==> src/rtl/nn_sequencer_pkg.sv <==
// Shared definitions for the NN control sequencer: state encodings,
// default layer geometry and helpers that unpack the packed layer-size vector.
// Purely declarative; no timing or flow control.
package nn_sequencer_pkg;

    typedef enum logic [2:0] {
        ST_IDLE  = 3'd0,
        ST_LOAD  = 3'd1,
        ST_FF    = 3'd2,
        ST_TRAIN = 3'd3,
        ST_SAVE  = 3'd4,
        ST_DONE  = 3'd5
    } state_e;

    // Upper bound on layer count handled by the unpack helpers; LR vectors
    // are zero-extended to this width before indexing.
    localparam int LR_MAXL = 16;
    localparam int LR_MAXW = 32 * LR_MAXL;

    // Default network: 2 inputs -> 2 hidden -> 1 output.
    localparam int                      LTOT_DEF = 3;
    localparam logic [32*LTOT_DEF-1:0]  LR_DEF   = {32'd1, 32'd2, 32'd2};
    localparam int                      ND_DEF   = 3;
    localparam int                      WT_DEF   = 6;

    // Size of layer i; out-of-range indices read as 0 so callers can probe
    // one past the last layer without special-casing.
    function automatic logic [31:0] lr_at(input logic [LR_MAXW-1:0] lr, input int i);
        logic [31:0] r;
        r = '0;
        for (int j = 0; j < LR_MAXL; j++) begin
            if (j == i) begin
                r = lr[j*32 +: 32];
            end
        end
        return r;
    endfunction

    // Coefficient count implied by the layer sizes: each node of layer l
    // owns one weight per node of layer l-1 plus a bias.
    function automatic int nc_calc(input logic [LR_MAXW-1:0] lr, input int ltot);
        int s;
        s = 0;
        for (int l = 1; l < LR_MAXL; l++) begin
            if (l < ltot) begin
                s += int'(lr_at(lr, l)) * (int'(lr_at(lr, l - 1)) + 1);
            end
        end
        return s;
    endfunction

endpackage

==> src/rtl/nn_sequencer_coef_walker.sv <==
// Layer/node/coefficient cursor producing one-hot node strobes (load) or a
// one-hot coefficient select (save). Outputs registered: one cycle after en_i.
// No backpressure; the cursor advances every cycle en_i is high.
//   en_i/first_i : drive a valid position next cycle; first_i restarts at coefficient 0
//   sel_i        : 0 routes to we_o/coef_sel_o, 1 routes to bp_we_o
//   we_o (ND), coef_sel_o (A), bp_we_o (NC) : MSB = first node/coefficient
module nn_sequencer_coef_walker
    import nn_sequencer_pkg::*;
#(
    parameter int                   LTOT = LTOT_DEF,
    parameter logic [32*LTOT-1:0]   LR   = LR_DEF,
    parameter int                   ND   = ND_DEF,
    parameter int                   NC   = WT_DEF + ND_DEF,
    parameter int                   A    = 10
) (
    input  logic            clk,
    input  logic            rst_n,
    input  logic            en_i,
    input  logic            first_i,
    input  logic            sel_i,
    output logic [ND-1:0]   we_o,
    output logic [A-1:0]    coef_sel_o,
    output logic [NC-1:0]   bp_we_o
);

    localparam int                  LYW    = $clog2(LTOT + 1);
    localparam int                  GW     = $clog2(ND + 1);
    localparam logic [LR_MAXW-1:0]  LRX    = LR_MAXW'(LR);
    localparam int                  NC_SUM = nc_calc(LRX, LTOT);

    logic [LYW-1:0] lay_q, lay_d;       // current layer, 1..LTOT-1
    logic [A-1:0]   node_q, node_d;     // node within the layer
    logic [A-1:0]   cf_q, cf_d;         // coefficient within the node
    logic [GW-1:0]  gnode_q, gnode_d;   // node index across all layers
    logic [NC-1:0]  bp_oh_q, bp_oh_d;   // one-hot coefficient cursor
    logic [A-1:0]   ld_m1;
    logic [A-1:0]   ldp;
    logic [ND-1:0]  node_oh;

    // ldp is both the previous-layer size and the bias index within a node.
    assign ld_m1 = A'(lr_at(LRX, int'(lay_q)) - 32'd1);
    assign ldp   = A'(lr_at(LRX, int'(lay_q) - 1));

    always_comb begin
        lay_d   = lay_q;
        node_d  = node_q;
        cf_d    = cf_q;
        gnode_d = gnode_q;
        bp_oh_d = bp_oh_q;
        node_oh = '0;
        if (en_i && first_i) begin
            lay_d   = LYW'(1);
            node_d  = '0;
            cf_d    = '0;
            gnode_d = '0;
            bp_oh_d = NC'(1) << (NC - 1);
        end else if (en_i) begin
            bp_oh_d = bp_oh_q >> 1;
            if (cf_q == ldp) begin
                cf_d    = '0;
                gnode_d = gnode_q + GW'(1);
                if (node_q == ld_m1) begin
                    node_d = '0;
                    lay_d  = lay_q + LYW'(1);
                end else begin
                    node_d = node_q + A'(1);
                end
            end else begin
                cf_d = cf_q + A'(1);
            end
        end
        for (int i = 0; i < ND; i++) begin
            node_oh[i] = (gnode_d == GW'(ND - 1 - i));
        end
    end

    always_ff @(posedge clk or negedge rst_n) begin
        if (!rst_n) begin
            lay_q      <= LYW'(1);
            node_q     <= '0;
            cf_q       <= '0;
            gnode_q    <= '0;
            bp_oh_q    <= '0;
            we_o       <= '0;
            coef_sel_o <= '0;
            bp_we_o    <= '0;
        end else begin
            lay_q      <= lay_d;
            node_q     <= node_d;
            cf_q       <= cf_d;
            gnode_q    <= gnode_d;
            bp_oh_q    <= bp_oh_d;
            we_o       <= (en_i && !sel_i) ? node_oh : '0;
            coef_sel_o <= (en_i && !sel_i) ? cf_d : '0;
            bp_we_o    <= (en_i && sel_i) ? bp_oh_d : '0;
        end
    end

    // Layer geometry must account for every coefficient the sequencer walks.
    always_ff @(posedge clk) begin
        assert (NC_SUM == NC);
    end

endmodule

==> src/rtl/nn_sequencer.sv <==
// Control sequencer for coefficient load, feedforward, mini-batch training and write-back.
// All outputs registered; start to first LOAD address is one cycle.
// No backpressure: start is ignored unless IDLE/DONE; stop is a graceful, sticky request.
//   in : clk, rst (async active-low), start, mode, batch, data_len, max_it, stop, x_last
//   out: x/y/t/nd_addr, e_nd, we, coef_sel, acc_en, bp_we, dtb, nd_we, y_we, state, busy, done, iter
module nn_sequencer
    import nn_sequencer_pkg::*;
#(
    parameter int                   LTOT = LTOT_DEF,
    parameter logic [32*LTOT-1:0]   LR   = LR_DEF,
    parameter int                   ND   = ND_DEF,
    parameter int                   WT   = WT_DEF,
    parameter int                   NC   = WT + ND,
    parameter int                   A    = 10,
    parameter int                   T0   = 10,
    parameter int                   IW   = 16
) (
    input  logic            clk,
    input  logic            rst,
    input  logic            start,
    input  logic            mode,
    input  logic [A-1:0]    batch,
    input  logic [A-1:0]    data_len,
    input  logic [IW-1:0]   max_it,
    input  logic            stop,
    input  logic            x_last,
    output logic [A-1:0]    x_addr,
    output logic [A-1:0]    y_addr,
    output logic [A-1:0]    t_addr,
    output logic [A-1:0]    nd_addr,
    output logic            e_nd,
    output logic [ND-1:0]   we,
    output logic [A-1:0]    coef_sel,
    output logic            acc_en,
    output logic [NC-1:0]   bp_we,
    output logic            dtb,
    output logic            nd_we,
    output logic            y_we,
    output logic [2:0]      state,
    output logic            busy,
    output logic            done,
    output logic [IW-1:0]   iter
);

    localparam int KW = $clog2(NC + 2);

    state_e         state_q, state_d;
    logic [KW-1:0]  k_q, k_d;           // step within LOAD/SAVE, 0..NC
    logic           mode_q, mode_d;
    logic [A-1:0]   batch_q, batch_d;
    logic [A-1:0]   len_q, len_d;
    logic [IW-1:0]  maxit_q, maxit_d;
    logic [IW-1:0]  iter_q, iter_d;
    logic [A-1:0]   base_q, base_d;     // first sample of the current batch
    logic [A-1:0]   cnt_q, cnt_d;       // sample within the batch
    logic           stop_q, stop_d;
    logic           stop_seen;
    logic [A-1:0]   x_q, x_d, y_q, y_d, t_q, t_d, nd_q, nd_d;
    logic           e_nd_q, e_nd_d, acc_en_q, acc_en_d, dtb_q, dtb_d;
    logic           nd_we_q, nd_we_d, y_we_q, y_we_d, busy_q, busy_d, done_q, done_d;
    logic [A+1:0]   span;               // base + 2*batch, widened to avoid overflow
    logic [A-1:0]   nb;
    logic           wk_en, wk_first, wk_sel;

    always_comb begin
        state_d   = state_q;
        k_d       = k_q;
        mode_d    = mode_q;
        batch_d   = batch_q;
        len_d     = len_q;
        maxit_d   = maxit_q;
        iter_d    = iter_q;
        base_d    = base_q;
        cnt_d     = cnt_q;
        x_d       = x_q;
        y_d       = y_q;
        t_d       = t_q;
        stop_seen = stop_q | stop;
        stop_d    = (state_q != ST_IDLE) ? stop_seen : stop_q;
        span      = {2'b00, base_q} + {1'b0, batch_q, 1'b0};
        nb        = base_q + batch_q;

        case (state_q)
            ST_IDLE, ST_DONE: begin
                if (start) begin
                    state_d = ST_LOAD;
                    k_d     = '0;
                    mode_d  = mode;
                    batch_d = batch;
                    len_d   = data_len;
                    maxit_d = max_it;
                    iter_d  = '0;
                    base_d  = '0;
                    x_d     = '0;
                    y_d     = '0;
                    t_d     = A'(T0);
                    stop_d  = 1'b0;
                end
            end
            ST_LOAD: begin
                // Feedforward has no iteration to finish, so stop ends the load at once.
                if (!mode_q && stop_seen) begin
                    state_d = ST_DONE;
                end else if (k_q == KW'(NC)) begin
                    state_d = mode_q ? ST_TRAIN : ST_FF;
                    cnt_d   = '0;
                end else begin
                    k_d = k_q + KW'(1);
                end
            end
            ST_FF: begin
                if (x_last || stop_seen) begin
                    state_d = ST_DONE;
                end else begin
                    x_d = x_q + A'(1);
                    y_d = y_q + A'(1);
                end
            end
            ST_TRAIN: begin
                if (cnt_q == batch_q - A'(1)) begin
                    state_d = ST_SAVE;
                    k_d     = '0;
                    iter_d  = iter_q + IW'(1);
                    // Wrap when the following batch would run past the dataset.
                    if (span > {2'b00, len_q}) begin
                        base_d = '0;
                    end else begin
                        base_d = nb;
                    end
                    x_d = base_d;
                    y_d = base_d;
                    t_d = A'(T0) + base_d;
                end else begin
                    cnt_d = cnt_q + A'(1);
                    x_d   = x_q + A'(1);
                    y_d   = y_q + A'(1);
                    t_d   = t_q + A'(1);
                end
            end
            ST_SAVE: begin
                if (k_q == KW'(NC)) begin
                    if (iter_q == maxit_q || stop_seen) begin
                        state_d = ST_DONE;
                    end else begin
                        state_d = ST_LOAD;
                        k_d     = '0;
                    end
                end else begin
                    k_d = k_q + KW'(1);
                end
            end
            default: state_d = ST_IDLE;
        endcase

        // Output registers are loaded from the next state so they line up
        // with the cycle they describe.
        e_nd_d   = (state_d == ST_LOAD);
        acc_en_d = (state_d == ST_TRAIN);
        dtb_d    = (state_d == ST_SAVE);
        nd_we_d  = (state_d == ST_SAVE) && (k_d != '0);
        y_we_d   = (state_d == ST_FF);
        busy_d   = (state_d == ST_LOAD) || (state_d == ST_FF) ||
                   (state_d == ST_TRAIN) || (state_d == ST_SAVE);
        done_d   = (state_d == ST_DONE);

        nd_d = nd_q;
        if (state_d == ST_LOAD) begin
            if (k_d < KW'(NC)) begin
                nd_d = A'(k_d);
            end
        end else if (state_d == ST_SAVE) begin
            // Write-back trails the walk by one cycle to match the read latency.
            nd_d = (k_d == '0) ? '0 : A'(k_d - KW'(1));
        end

        wk_en    = ((state_d == ST_LOAD) || (state_d == ST_SAVE)) && (k_d != '0);
        wk_first = (k_d == KW'(1));
        wk_sel   = (state_d == ST_SAVE);
    end

    always_ff @(posedge clk or negedge rst) begin
        if (!rst) begin
            state_q  <= ST_IDLE;
            k_q      <= '0;
            mode_q   <= 1'b0;
            batch_q  <= '0;
            len_q    <= '0;
            maxit_q  <= '0;
            iter_q   <= '0;
            base_q   <= '0;
            cnt_q    <= '0;
            stop_q   <= 1'b0;
            x_q      <= '0;
            y_q      <= '0;
            t_q      <= A'(T0);
            nd_q     <= '0;
            e_nd_q   <= 1'b0;
            acc_en_q <= 1'b0;
            dtb_q    <= 1'b0;
            nd_we_q  <= 1'b0;
            y_we_q   <= 1'b0;
            busy_q   <= 1'b0;
            done_q   <= 1'b0;
        end else begin
            state_q  <= state_d;
            k_q      <= k_d;
            mode_q   <= mode_d;
            batch_q  <= batch_d;
            len_q    <= len_d;
            maxit_q  <= maxit_d;
            iter_q   <= iter_d;
            base_q   <= base_d;
            cnt_q    <= cnt_d;
            stop_q   <= stop_d;
            x_q      <= x_d;
            y_q      <= y_d;
            t_q      <= t_d;
            nd_q     <= nd_d;
            e_nd_q   <= e_nd_d;
            acc_en_q <= acc_en_d;
            dtb_q    <= dtb_d;
            nd_we_q  <= nd_we_d;
            y_we_q   <= y_we_d;
            busy_q   <= busy_d;
            done_q   <= done_d;
        end
    end

    nn_sequencer_coef_walker #(
        .LTOT (LTOT),
        .LR   (LR),
        .ND   (ND),
        .NC   (NC),
        .A    (A)
    ) u_walker (
        .clk        (clk),
        .rst_n      (rst),
        .en_i       (wk_en),
        .first_i    (wk_first),
        .sel_i      (wk_sel),
        .we_o       (we),
        .coef_sel_o (coef_sel),
        .bp_we_o    (bp_we)
    );

    // Coefficients are weights followed by one bias per node.
    always_ff @(posedge clk) begin
        assert (NC == WT + ND);
    end

    assign x_addr  = x_q;
    assign y_addr  = y_q;
    assign t_addr  = t_q;
    assign nd_addr = nd_q;
    assign e_nd    = e_nd_q;
    assign acc_en  = acc_en_q;
    assign dtb     = dtb_q;
    assign nd_we   = nd_we_q;
    assign y_we    = y_we_q;
    assign state   = state_q;
    assign busy    = busy_q;
    assign done    = done_q;
    assign iter    = iter_q;

endmodule

==> config.mk <==
export PLATFORM = sky130hd
export DESIGN_NAME = nn_sequencer
export DESIGN_NICKNAME = d
export VERILOG_FILES = /design/src/rtl/nn_sequencer_pkg.sv /design/src/rtl/nn_sequencer_coef_walker.sv /design/src/rtl/nn_sequencer.sv
export SDC_FILE = /design/constraint.sdc
export NUM_CORES = 1
export LEC_CHECK = 0
export CORE_ASPECT_RATIO = 1.1
export CORE_MARGIN = 1
export CORE_UTILIZATION = 45
export DETAILED_ROUTE_END_ITERATION = 7
export HOLD_SLACK_MARGIN = 0.15
export PLACE_DENSITY = 0.79
export SKIP_LAST_GASP = 1
export SYNTH_ARGS = -nofsm -noshare
export SYNTH_HDL_FRONTEND = slang
export SYNTH_HIERARCHICAL = 1
export SYNTH_SLANG_ARGS = --single-unit
==> constraint.sdc <==
create_clock -name clk -period 14 [get_ports clk]
set_clock_uncertainty 0.1 [all_clocks]
set_input_delay 2.8 -clock clk [delete_from_list [all_inputs] [get_ports clk]]
set_output_delay 2.8 -clock clk [all_outputs]
set_load 0.1 [all_outputs]
==> results.md <==
* Met3 WL at 1.514 mm
* Vias at 8528
* Register area share after synthesis at 0.4326
* Synthesized flop and latch total at 177
* Row Count at 57
* Final hold violation count at 0
* Area Overhead vs Synth at 20.32%
* Top_reg_cell synth: dfrtp_1
* Starting Density at 0.4620
* Synth warn at 6
* Routed wl met2 at 12.95 mm
* Top cells by area, synth: dfrtp_1 (42%), ha_1 (5.0%), xor2_1 (4.1%), o21ai_0 (3.5%), nor2_1 (3.5%)
* Largest net degree at the start of global routing at 104
* Worst setup margin at 7.350 ns
* Setup violators final at 0
* Die area at 0.02338 mm^2
* CTS tree: built
* Die H at 160.3 um
* RD Place Congestion at 0.8819
* Post-Syn Area per Cell at 9.541 um^2
* Post-synth EDFFs at 0
* DRT met1 WL at 10.81 mm
* Peak supply drop at 0.0001817 V
* Clk sink count at 177
* DRC Markers at 0
* Setup tns final at 0 ns
* Synthesized Nets at 1159
* RSZ-0062 raised after global routing: false
* Ports at 130
* Max-Cap Viols at 0
* Max Slew Vio Count at 0
* Startpoint types: input port
* Final WL at 25.92 mm
* TritonRoute pass-1 iters at 5
* Setup Fix Bufs, Post-CTS at 0
* CTS Buf Count at 17
* Total power draw at 2.584 mW
* Gate Count Post-Synth at 1074
* Antenna violations before repair at 0
* CTS Hold Bufs at 0
* Lkg Pwr at 5.266 nW
* Layout cells sized above 1 at 0.08242
* Port bufs at 129
* Most frequent cells in the layout: dfrtp_1 (174), clkdlybuf4s50_1 (128), nor2_1 (96), nand2_1 (94), o21ai_0 (72)
* Number of global-route vias before repair at 8381
* Critical Path AT at 6.90 ns
* Cell Pwr Density at 209.5 mW/mm^2
* Min Tclk post-route at 6.650 ns
* Tot GR Track Use at 0.2270
* Crit path max fanout at 30
* Crit Path Category: in2reg
* Ant diodes at 0
* Worst EP required at 14.25 ns
* CTS H-tree depth at 4
* Pre-CTS setup slack at 7.010 ns
* Root Buffer: clkbuf_16
* Status: finished clean
* ANT nets after route at 0
* Slew Limit Headroom at 0.2729
* Fin crit share at 0.4750
* Slew @ Worst Pin at 1.087 ns
* Initial DRC count at 519
* Width of the die at 145.9 um
* Synth Cell Area at 0.01025 mm^2
* Commonest non-fill, non-tap cell in the layout: dfrtp_1
* Clock latency at the later pin of the worst-skew pair at 0.43 ns
* Post-synth top area cell: dfrtp_1
* Core area at 0.02218 mm^2
* Post-CTS sizing at 0
* DR WL/cell at 17.47 um
* Async set-or-reset flop fraction in the synthesized netlist at 1.000
* Synth cell types at 88
* Layout Nets at 1261
* Worst-path clk slew at 0.07 ns
* First-pass GRT wire length at 42.61 mm
* FMAX at 0.1504 GHz
* Top Layer Used: met4
* HP Class: reg2reg
* GRT overflow at 0
* Hpwl dp at 18.40 mm
* Clk buf depth at 2
* Via-to-Cell Ratio at 5.747
* Critical Path Sink Type: register
* Synth top area share at 0.4249
-- layout make-up --
class                           count  area [um^2]
Fill cell                        1932         9851
Multi-Input combinational cell    800         5390
Sequential cell                   177         4433
Timing Repair Buffer              133         1323
Clock buffer                       19        442.9
Tap cell                          295        369.1
Clock inverter                     13        195.2
Inverter                           47        176.4
-- final timing paths --
kind / from / depth (start not counted) / to / slack [ns]
worst min-delay path: u_walker/bp_oh_q[6]$_DFF_PN0_ / 2 / u_walker/bp_oh_q[5]$_DFF_PN0_ / 0.39
worst min register to register: u_walker/bp_oh_q[6]$_DFF_PN0_ / 2 / u_walker/bp_oh_q[5]$_DFF_PN0_ / 0.39
min in group asynchronous: rst / 1 / len_q[4]$_DFFE_PN0P_ / 2.39
worst max-delay path: stop / 15 / u_walker/lay_q[0]$_DFFE_PN1P_ / 7.35
worst max register to register: batch_q[0]$_DFFE_PN0P_ / 22 / t_addr[9]$_DFFE_PN0P_ / 8.67
max in group asynchronous: rst / 2 / u_walker/cf_q[0]$_DFF_PN0_ / 9.87
-- sequential cells by signal, summed over array words and instances (netlist names), 3 cells and up --
name / count
u_walker/bp_we_o: 9
y_addr: 10
t_addr: 10
cnt_q: 10
x_addr: 10
u_walker/cf_q: 10
state: 3
u_walker/node_q: 10
u_walker/we_o: 3
k_q: 4
nd_addr: 5
maxit_q: 16
base_q: 10
u_walker/coef_sel_o: 10
iter: 16
u_walker/bp_oh_q: 8
len_q: 10
batch_q: 10
-- routing by layer --
metal | GRT usage | vias up
met4 | 0.08612 | 0
li1 | - | 4068
met5 | 0 | -
met1 | 0.2772 | 4158
met2 | 0.3913 | 260
met3 | 0.04857 | 42
-- report_power, final --
part           switching (mW)  internal (mW)  leakage [nW]
combinational           0.824          0.460          2.67
sequential              0.144          0.636          2.28
clock                   0.212          0.308         0.314
-- Yosys cell counts (all sizes together) (28+ instances only) --
master and count:
ha 41, nor2 96, nor3 29, inv 47
a21oi 43, mux2 28, xor2 48, clkbuf 28
xnor2 40, o21ai 74, nand3 39, dfrtp 174
nand2 95
-- worst max-delay path, cell delays in order --
cell	delay (ns)
clkdlybuf4s50_1	0.45
o21ba_2	0.26
or3_1	0.35
a211oi_1	0.53
nand2b_1	0.11
a31o_2	0.26
a31oi_2	0.31
nor2_1	0.16
a21oi_2	0.14
buf_4	0.32
inv_1	0.26
nor2_1	0.55
nand3_1	0.16
o22ai_1	0.16
a31oi_1	0.06
-- cell families (layout without fill, tap and decap cells) --
kind of cell             count (synthesis)  in the layout  synth area share
AO/OA/AOI/OAI                          249            249            0.1695
XOR/XNOR                                88             88           0.07521
adder cells (fa/ha/maj)                 43             43           0.05397
buffers and inverters                   97            212           0.04286
flip-flops                             177            177            0.4326
multiplexers                            31             31           0.03370
AND/OR/NAND/NOR                        389            389            0.1922
-- per-stage QoR --
| stage | cell area, um^2 | hold slack [ns] | util | instances |
|---|---|---|---|---|
| finish | 12330 | 0.3873 | 0.5559 | 1484 |
| floorplan | 10250 | 0.3466 | - | 1074 |
| detailed placement | 11690 | 0.3751 | 0.5271 | 1452 |
| global placement | 11690 | 0.3580 | 0.5271 | 1452 |
| CTS | 12330 | 0.3912 | 0.5559 | 1484 |
| global route | 12330 | 0.4135 | 0.5559 | 1484 |
Power figures use the tool's default switching activity.
